===== config.mk =====
export PLATFORM = sky130hd
export DESIGN_NAME = keypad_multitap_ctrl
export DESIGN_NICKNAME = d
export VERILOG_FILES = /design/src/rtl/keypad_multitap_ctrl_pkg.sv /design/src/rtl/keypad_multitap_ctrl_scanner.sv /design/src/rtl/keypad_multitap_ctrl.sv
export SDC_FILE = /design/constraint.sdc
export NUM_CORES = 1
export LEC_CHECK = 0
export ABC_AREA = 1
export BUFFER_PORTS_ARGS = -buffer_cell sky130_fd_sc_hd__buf_2
export CAP_MARGIN = 20
export CORE_ASPECT_RATIO = 0.6
export CORE_UTILIZATION = 35
export CTS_CLUSTER_DIAMETER = 120
export DETAILED_ROUTE_END_ITERATION = 12
export MAX_ROUTING_LAYER = met4
export PLACE_DENSITY_LB_ADDON = 0.2
export SETUP_SLACK_MARGIN = 0.05
export SYNTH_ARGS = -nofsm -noshare
export SYNTH_HDL_FRONTEND = slang
export SYNTH_SLANG_ARGS = --single-unit

===== constraint.sdc =====
create_clock -name clk -period 3.35 [get_ports clk]
set_input_delay 0.335 -clock clk [delete_from_list [all_inputs] [get_ports clk]]
set_output_delay 0.335 -clock clk [all_outputs]
set_load 0.02 [all_outputs]

===== src/rtl/keypad_multitap_ctrl_pkg.sv =====
// Shared types and key-decoding helpers for the multi-tap keypad controller.
// Key codes, FSM states, the matrix position decoder and the letter-set lookup.
package keypad_multitap_ctrl_pkg;

    typedef enum logic [4:0] {
        K0, K1, K2, K3, K4, K5, K6, K7, K8, K9,
        KA, KB, KC, KD, KSTAR, KHASH, KNONE
    } key_code_t;

    typedef enum logic [1:0] {
        ST_IDLE,
        ST_TAP,
        ST_LOCKED,
        ST_END
    } state_t;

    // bit3 is index 0, matching the row/column numbering on the pins
    function automatic logic [1:0] onehot_index(input logic [3:0] oh);
        case (oh)
            4'b1000: return 2'd0;
            4'b0100: return 2'd1;
            4'b0010: return 2'd2;
            4'b0001: return 2'd3;
            default: return 2'd0;
        endcase
    endfunction

    function automatic logic single_bit(input logic [3:0] v);
        return (v != 4'd0) && ((v & (v - 4'd1)) == 4'd0);
    endfunction

    function automatic key_code_t decode_key(input logic [1:0] row, input logic [1:0] col);
        case ({row, col})
            4'd0:    return K1;
            4'd1:    return K2;
            4'd2:    return K3;
            4'd3:    return KA;
            4'd4:    return K4;
            4'd5:    return K5;
            4'd6:    return K6;
            4'd7:    return KB;
            4'd8:    return K7;
            4'd9:    return K8;
            4'd10:   return K9;
            4'd11:   return KC;
            4'd12:   return KSTAR;
            4'd13:   return K0;
            4'd14:   return KHASH;
            4'd15:   return KD;
            default: return KNONE;
        endcase
    endfunction

    function automatic logic [7:0] set_base(input key_code_t k);
        case (k)
            K2:      return 8'd65;
            K3:      return 8'd68;
            K4:      return 8'd71;
            K5:      return 8'd74;
            K6:      return 8'd77;
            K7:      return 8'd80;
            K8:      return 8'd84;
            K9:      return 8'd87;
            default: return 8'd0;
        endcase
    endfunction

    function automatic logic [2:0] set_size(input key_code_t k);
        case (k)
            K2, K3, K4, K5, K6, K8: return 3'd3;
            K7, K9:                 return 3'd4;
            default:                return 3'd0;
        endcase
    endfunction

    function automatic logic is_letter_key(input key_code_t k);
        return set_size(k) != 3'd0;
    endfunction

endpackage


===== src/rtl/keypad_multitap_ctrl_scanner.sv =====
// Column scanner and debouncer: rotates the column drive, freezes on a key,
// and emits one strobe per debounced single-row press plus a release pulse.
module keypad_multitap_ctrl_scanner
    import keypad_multitap_ctrl_pkg::*;
#(
    parameter int SCAN_DIV        = 4,
    parameter int DEBOUNCE_CYCLES = 8
) (
    input  logic      clk,
    input  logic      nRst,
    input  logic [3:0] read_row,
    output logic [3:0] scan_col,
    output logic      key_strobe,
    output logic      key_release,
    output key_code_t key_code
);

    localparam int DW = $clog2(SCAN_DIV + 1);
    localparam int CW = $clog2(DEBOUNCE_CYCLES + 1);

    logic [3:0]    scan_col_r, scan_col_nxt_s;
    logic [DW-1:0] div_cnt_r, div_cnt_nxt_s;
    logic [CW-1:0] deb_cnt_r, deb_cnt_nxt_s;
    logic [3:0]    last_row_r;
    logic          held_r, held_nxt_s;
    logic          strobe_r, strobe_nxt_s;
    logic          release_r, release_nxt_s;
    key_code_t     code_r, code_nxt_s;
    logic          same_s, stable_evt_s, rotate_s;

    // Debounce counting, press/release qualification and column rotation
    always_comb begin
        same_s = (read_row == last_row_r);
        if (!same_s) begin
            deb_cnt_nxt_s = CW'(1);
        end else if (deb_cnt_r != CW'(DEBOUNCE_CYCLES)) begin
            deb_cnt_nxt_s = deb_cnt_r + CW'(1);
        end else begin
            deb_cnt_nxt_s = deb_cnt_r;
        end
        // fires once, on the cycle the pattern first reaches full stability
        stable_evt_s  = (deb_cnt_nxt_s == CW'(DEBOUNCE_CYCLES)) &&
                        !(same_s && (deb_cnt_r == CW'(DEBOUNCE_CYCLES)));
        strobe_nxt_s  = stable_evt_s && single_bit(read_row) && !held_r;
        release_nxt_s = stable_evt_s && (read_row == 4'd0) && held_r;

        if (strobe_nxt_s) begin
            held_nxt_s = 1'b1;
        end else if (release_nxt_s) begin
            held_nxt_s = 1'b0;
        end else begin
            held_nxt_s = held_r;
        end

        if (strobe_nxt_s) begin
            code_nxt_s = decode_key(onehot_index(read_row), onehot_index(scan_col_r));
        end else begin
            code_nxt_s = code_r;
        end

        // column stays put while any row is seen or a press awaits its release
        rotate_s      = (read_row == 4'd0) && !held_r;
        scan_col_nxt_s = scan_col_r;
        div_cnt_nxt_s  = DW'(0);
        if (!single_bit(scan_col_r)) begin
            scan_col_nxt_s = 4'b1000;
        end else if (rotate_s) begin
            if (div_cnt_r == DW'(SCAN_DIV - 1)) begin
                scan_col_nxt_s = {scan_col_r[0], scan_col_r[3:1]};
            end else begin
                div_cnt_nxt_s = div_cnt_r + DW'(1);
            end
        end else begin
            div_cnt_nxt_s = DW'(0);
        end
    end

    // Scanner state registers
    always_ff @(posedge clk or negedge nRst) begin
        if (!nRst) begin
            scan_col_r <= 4'b1000;
            div_cnt_r  <= DW'(0);
            deb_cnt_r  <= CW'(0);
            last_row_r <= 4'd0;
            held_r     <= 1'b0;
            strobe_r   <= 1'b0;
            release_r  <= 1'b0;
            code_r     <= KNONE;
        end else begin
            scan_col_r <= scan_col_nxt_s;
            div_cnt_r  <= div_cnt_nxt_s;
            deb_cnt_r  <= deb_cnt_nxt_s;
            last_row_r <= read_row;
            held_r     <= held_nxt_s;
            strobe_r   <= strobe_nxt_s;
            release_r  <= release_nxt_s;
            code_r     <= code_nxt_s;
        end
    end

    assign scan_col    = scan_col_r;
    assign key_strobe  = strobe_r;
    assign key_release = release_r;
    assign key_code    = code_r;

endmodule


===== src/rtl/keypad_multitap_ctrl.sv =====
// Multi-tap keypad controller: turns debounced key strobes into ASCII letters,
// with tap cycling, idle-timeout locking, submit/clear and a sticky game end.
module keypad_multitap_ctrl
    import keypad_multitap_ctrl_pkg::*;
#(
    parameter int SCAN_DIV        = 4,
    parameter int DEBOUNCE_CYCLES = 8,
    parameter int TAP_TIMEOUT     = 200
) (
    input  logic       clk,
    input  logic       nRst,
    input  logic [3:0] read_row,
    output logic [3:0] scan_col,
    output logic [7:0] data,
    output logic       ready,
    output logic       game_end,
    output logic       toggle_state
);

    localparam int TW = (TAP_TIMEOUT > 0) ? $clog2(TAP_TIMEOUT + 1) : 1;

    logic      key_strobe_s, key_release_s;
    key_code_t key_code_s;

    state_t        state_r, state_nxt_s;
    logic [1:0]    idx_r, idx_nxt_s, idx_inc_s;
    key_code_t     key_r, key_nxt_s;
    logic [TW-1:0] tmo_cnt_r, tmo_cnt_nxt_s;
    logic          tmo_run_r, tmo_run_nxt_s;
    logic [7:0]    data_r, data_nxt_s;
    logic          ready_r, ready_nxt_s;
    logic          game_end_r, game_end_nxt_s;
    logic          toggle_r, toggle_nxt_s;

    keypad_multitap_ctrl_scanner #(
        .SCAN_DIV       (SCAN_DIV),
        .DEBOUNCE_CYCLES(DEBOUNCE_CYCLES)
    ) u_scanner (
        .clk        (clk),
        .nRst       (nRst),
        .read_row   (read_row),
        .scan_col   (scan_col),
        .key_strobe (key_strobe_s),
        .key_release(key_release_s),
        .key_code   (key_code_s)
    );

    // Multi-tap next-state, letter, timeout and output computation
    always_comb begin
        state_nxt_s    = state_r;
        idx_nxt_s      = idx_r;
        key_nxt_s      = key_r;
        data_nxt_s     = data_r;
        ready_nxt_s    = 1'b0;
        game_end_nxt_s = game_end_r;
        tmo_run_nxt_s  = 1'b0;
        tmo_cnt_nxt_s  = TW'(0);
        idx_inc_s      = (({1'b0, idx_r} + 3'd1) >= set_size(key_r)) ? 2'd0 : (idx_r + 2'd1);

        case (state_r)
            ST_IDLE: begin
                data_nxt_s = 8'd0;
                if (key_strobe_s && (key_code_s == KD)) begin
                    state_nxt_s    = ST_END;
                    game_end_nxt_s = 1'b1;
                end else if (key_strobe_s && is_letter_key(key_code_s)) begin
                    state_nxt_s = ST_TAP;
                    idx_nxt_s   = 2'd0;
                    key_nxt_s   = key_code_s;
                    data_nxt_s  = set_base(key_code_s);
                end else begin
                    state_nxt_s = ST_IDLE;
                end
            end
            ST_TAP, ST_LOCKED: begin
                if (key_strobe_s) begin
                    if (key_code_s == KD) begin
                        state_nxt_s    = ST_END;
                        data_nxt_s     = 8'd0;
                        game_end_nxt_s = 1'b1;
                    end else if (is_letter_key(key_code_s)) begin
                        state_nxt_s = ST_TAP;
                        if ((state_r == ST_TAP) && (key_code_s == key_r)) begin
                            idx_nxt_s = idx_inc_s;
                        end else begin
                            idx_nxt_s = 2'd0;
                        end
                        key_nxt_s  = key_code_s;
                        data_nxt_s = set_base(key_code_s) + {6'd0, idx_nxt_s};
                    end else if (key_code_s == KHASH) begin
                        // letter stays on data for the ready cycle, IDLE clears it next
                        ready_nxt_s = 1'b1;
                        state_nxt_s = ST_IDLE;
                    end else if (key_code_s == KSTAR) begin
                        data_nxt_s  = 8'd0;
                        state_nxt_s = ST_IDLE;
                    end else begin
                        state_nxt_s = state_r;
                    end
                end else if (state_r == ST_TAP) begin
                    if (key_release_s) begin
                        tmo_run_nxt_s = 1'b1;
                        tmo_cnt_nxt_s = TW'(0);
                    end else if (tmo_run_r) begin
                        tmo_run_nxt_s = 1'b1;
                        if (tmo_cnt_r == TW'(TAP_TIMEOUT)) begin
                            tmo_cnt_nxt_s = tmo_cnt_r;
                        end else begin
                            tmo_cnt_nxt_s = tmo_cnt_r + TW'(1);
                        end
                        if ((TAP_TIMEOUT != 0) && (tmo_cnt_nxt_s == TW'(TAP_TIMEOUT))) begin
                            state_nxt_s = ST_LOCKED;
                        end else begin
                            state_nxt_s = ST_TAP;
                        end
                    end else begin
                        tmo_run_nxt_s = 1'b0;
                    end
                end else begin
                    state_nxt_s = state_r;
                end
            end
            ST_END: begin
                data_nxt_s     = 8'd0;
                game_end_nxt_s = 1'b1;
            end
            default: begin
                state_nxt_s = ST_IDLE;
                data_nxt_s  = 8'd0;
            end
        endcase

        toggle_nxt_s = (state_nxt_s == ST_TAP);
    end

    // FSM, tap index, timeout and registered outputs
    always_ff @(posedge clk or negedge nRst) begin
        if (!nRst) begin
            state_r    <= ST_IDLE;
            idx_r      <= 2'd0;
            key_r      <= KNONE;
            tmo_cnt_r  <= TW'(0);
            tmo_run_r  <= 1'b0;
            data_r     <= 8'd0;
            ready_r    <= 1'b0;
            game_end_r <= 1'b0;
            toggle_r   <= 1'b0;
        end else begin
            state_r    <= state_nxt_s;
            idx_r      <= idx_nxt_s;
            key_r      <= key_nxt_s;
            tmo_cnt_r  <= tmo_cnt_nxt_s;
            tmo_run_r  <= tmo_run_nxt_s;
            data_r     <= data_nxt_s;
            ready_r    <= ready_nxt_s;
            game_end_r <= game_end_nxt_s;
            toggle_r   <= toggle_nxt_s;
        end
    end

    assign data         = data_r;
    assign ready        = ready_r;
    assign game_end     = game_end_r;
    assign toggle_state = toggle_r;

endmodule


==> load_flow_metrics.sql <==
INSERT INTO impl_metrics (metric_group, metric, value, unit) VALUES
('floorplan', 'io_pins', '21', ''),
('timing', 'final.setup_skew', '0.00679', 'ns'),
('clocking', 'cts_buffer_depth', '2', ''),
('detailed_routing', 'drt_iter0_drc', '207', ''),
('yosys', 'synth_top_cells_by_count', 'nand2_1, inv_1, nor2_1', ''),
('final_layout', 'fin_area', '3670', 'µm²'),
('final_layout', 'layout.nets', '493', ''),
('global_routing', 'grt_pass1_vias', '2546', ''),
('timing', 'rsz0062_at_grt', 'false', ''),
('clocking', 'post-cts-setup-buffers', '0', ''),
('final_layout', 'area_growth_syn_to_layout', '12.3', '%'),
('floorplan', 'die_h', '76.9', 'µm'),
('floorplan', 'num_rows', '26', ''),
('global_routing', 'pin_count_of_the_biggest_net_entering_global_routing', '35', ''),
('global_routing', 'wire_length_of_the_first_global_routing_pass', '12.1', 'mm'),
('clocking', 'cts_tree', 'done', ''),
('yosys', 'synthFlopType', 'dfrtp_1', ''),
('yosys', 'synthesis.yosys.warnings', '0', ''),
('outcome', 'status', 'completed', ''),
('critical_path', 'required', '3.57', 'ns'),
('place', 'dp_hpwl', '5.12', 'mm'),
('yosys', 'synth.area.top_cells', 'dfrtp_1, nand2_1, ha_1, inv_1, nor2_1', ''),
('detailed_routing', 'drtPass1Iterations', '4', ''),
('power', 'power-per-cell-area', '364', 'nW/µm²'),
('min_path', 'timing.hold.worst.class', 'in -> async', ''),
('detailed_routing', 'routed_len_inst', '11.6', 'µm'),
('yosys', 'synthesis.area', '3270', 'µm²'),
('timing', 'fin_crit', '2.98', 'ns'),
('clocking', 'holdBufCountCts', '0', ''),
('place', 'placed_area', '3490', 'µm²'),
('yosys', 'synth.distinct_cells', '41', ''),
('power', 'static-leakage-power', '1.88', 'nW'),
('critical_path', 'critical_path_startpoint_category', 'flip-flop', ''),
('final_layout', 'final_util', '0.418', ''),
('timing', 'timing.max_slew.rel_slack', '0.483', ''),
('timing', 'finalHoldViolCount', '0', ''),
('yosys', 'flop_and_latch_count_out_of_synthesis', '51', ''),
('critical_path', 'timing.critical_path.arrival', '3.20', 'ns'),
('place', 'place_congestion', '0.869', ''),
('yosys', 'yosysTopAreaCellShare', '0.368', ''),
('yosys', 'number_of_enable_type_register_cells_in_the_synthesized_netlist', '0', ''),
('critical_path', 'crit_fanout', '4', ''),
('timing', 'worst_slew_pin_slew', '0.775', 'ns'),
('clocking', 'clk_root_buffer_cell', 'clkbuf_16', ''),
('timing', 'setup_viol_count_final', '0', ''),
('floorplan', 'dieWidth', '127', 'µm'),
('power', 'p_total', '1.34', 'mW'),
('critical_path', 'critical_path.cell_chain', 'nor2_2 -> nand3_1 -> a21oi_2 -> inv_1 -> ha_1 -> o21ai_1 -> nand2_1 -> nand2_1 -> inv_1 -> nor2_1 -> and3_4 -> inv_1 -> nor2_1 -> ha_1 -> inv_1 -> fa_1 -> inv_1 -> nand3_1 -> xnor2_1 -> nand2_1 -> a31oi_1', ''),
('yosys', 'seq_area_frac_synth', '0.392', ''),
('yosys', 'async_flop_share', '1.00', ''),
('detailed_routing', 'detail-route-antenna-nets', '0', ''),
('timing', 'finalSetupTns', '0', 'ns'),
('floorplan', 'effective_utilization_at_floorplan', '0.372', ''),
('timing', 'final_max_slew_violation_count', '0', ''),
('place', 'placement.io_buffers', '19', ''),
('detailed_routing', 'vias_per_cell', '4.73', ''),
('clocking', 'cts_num_sinks', '51', ''),
('critical_path', 'cp-end-kind', 'flip-flop', ''),
('clocking', 'cts_inserted_buffers', '5', ''),
('timing', 'maxClockFrequency', '0.335', 'GHz'),
('yosys', 'post-synth-top-count-cell', 'nand2_1', ''),
('final_layout', 'post_route_cells_drive_above_1_share', '0.0972', ''),
('yosys', 'syn-mean-instance-area', '7.44', 'µm²'),
('global_routing', 'total_track_usage', '0.158', ''),
('critical_path', 'critPathMaxStageDelay', '0.43', 'ns'),
('timing', 'fin_crit_sh', '0.891', ''),
('detailed_routing', 'drc', '0', ''),
('global_routing', 'globalRouteOverflowTotal', '0', ''),
('floorplan', 'floorplan.die_area', '9740', 'µm²'),
('critical_path', 'timing.critical_path.slowest_stage_cell', 'dfrtp_1', ''),
('detailed_routing', 'postRouteWirelength', '6.70', 'mm');
==> registers in the layout (all words and copies together), names as in the netlist, 2 cells and up <==
name / cells
idx_r: 2
key_r: 5
u_scanner.last_row_r: 4
u_scanner.deb_cnt_r: 4
u_scanner.key_code: 5
tmo_cnt_r: 8
u_scanner.scan_col: 4
u_scanner.div_cnt_r: 3
state_r: 2
data: 7
==> timing repair <==
action / in CTS / in global routing
setup endpoints to repair: 0 / 1
gates resized for setup: 0 / 4
endpoints found under the hold margin: 0 / 0
==> cell usage in the layout (no fill, tap or decap), types with 3 or more instances in the layout <==
| cell type | n |
|---|---|
| xnor2_1 | 4 |
| xor2_1 | 6 |
| a21oi_1 | 15 |
| nand2_1 | 102 |
| nand4_1 | 7 |
| nand3b_1 | 4 |
| a31oi_1 | 3 |
| clkbuf_16 | 5 |
| o21ai_1 | 8 |
| inv_1 | 70 |
| nand3_1 | 27 |
| nor3_1 | 6 |
| buf_2 | 19 |
| dfrtp_1 | 48 |
| o21ai_0 | 21 |
| o22ai_1 | 4 |
| ha_1 | 24 |
| dfstp_2 | 3 |
| nor2_1 | 53 |
==> final timing paths <==
kind	from	end	slack [ns]	depth (start not counted)
hold / removal	nRst	data[5]	0.12	1
setup reg to reg	key_r[2]	data[4]	0.37	21
setup / recovery	key_r[2]	data[4]	0.37	21
max in group asynchronous	nRst	u_scanner.scan_col[3]	2.43	2
min in group clk	read_row[1]	u_scanner.last_row_r[1]	0.23	1
hold reg to reg	u_scanner.div_cnt_r[0]	u_scanner.div_cnt_r[0]	0.44	1
==> area by class of cell <==
| class | instances | area, µm² |
|---|---|---|
| clock buffer | 6 | 139 |
| clock inverter | 2 | 35.0 |
| fill | 900 | 5110 |
| inverter | 73 | 277 |
| multi-input combinational | 311 | 1700 |
| sequential | 51 | 1280 |
| tap | 112 | 140 |
| timing repair buffer | 20 | 103 |
==> worst max-delay path, delay by kind of cell (launching register included) <==
family | cells | cell delay, ns
adder cells (fa/ha/maj) | 3 | 0.83
XOR/XNOR | 1 | 0.15
buffers and inverters | 5 | 0.27
flip-flops | 1 | 0.43
AND/OR/NAND/NOR | 9 | 0.86
AO/OA/AOI/OAI | 3 | 0.36
==> power by group <==
part           switching (mW)  total (mW)  internal [mW]
logic                  0.0737       0.103         0.0296
registers              0.0105       0.636          0.626
clock network           0.225       0.597          0.372
total                   0.310        1.34           1.03
==> layer usage <==
metal,share of wire,up-vias,GRT usage
met3,0.033,7,0.0356
met2,0.37,37,0.208
met1,0.59,1223,0.241
met4,0.0084,0,0.0357
met5,0,-,-
li1,-,1453,-
==> metrics by stage <==
stage | worst slack [ns] | std cells
after floorplan | 0.574 | 439
after global placement | 0.385 | 567
after detailed placement | 0.324 | 567
after CTS | 0.307 | 575
after global routing | 0.0512 | 575
final | 0.366 | 575
==> logic make-up (layout without fill, tap and decap cells) <==
logic type,after synthesis,count (layout),share of synthesized area
adder cells (fa/ha/maj),25,25,0.0980
AND/OR/NAND/NOR,212,212,0.280
AO/OA/AOI/OAI,63,63,0.110
buffers and inverters,77,101,0.0923
flip-flops,51,51,0.392
XOR/XNOR,10,10,0.0268
other,1,1,0.00115
Power figures use the tool's default switching activity.
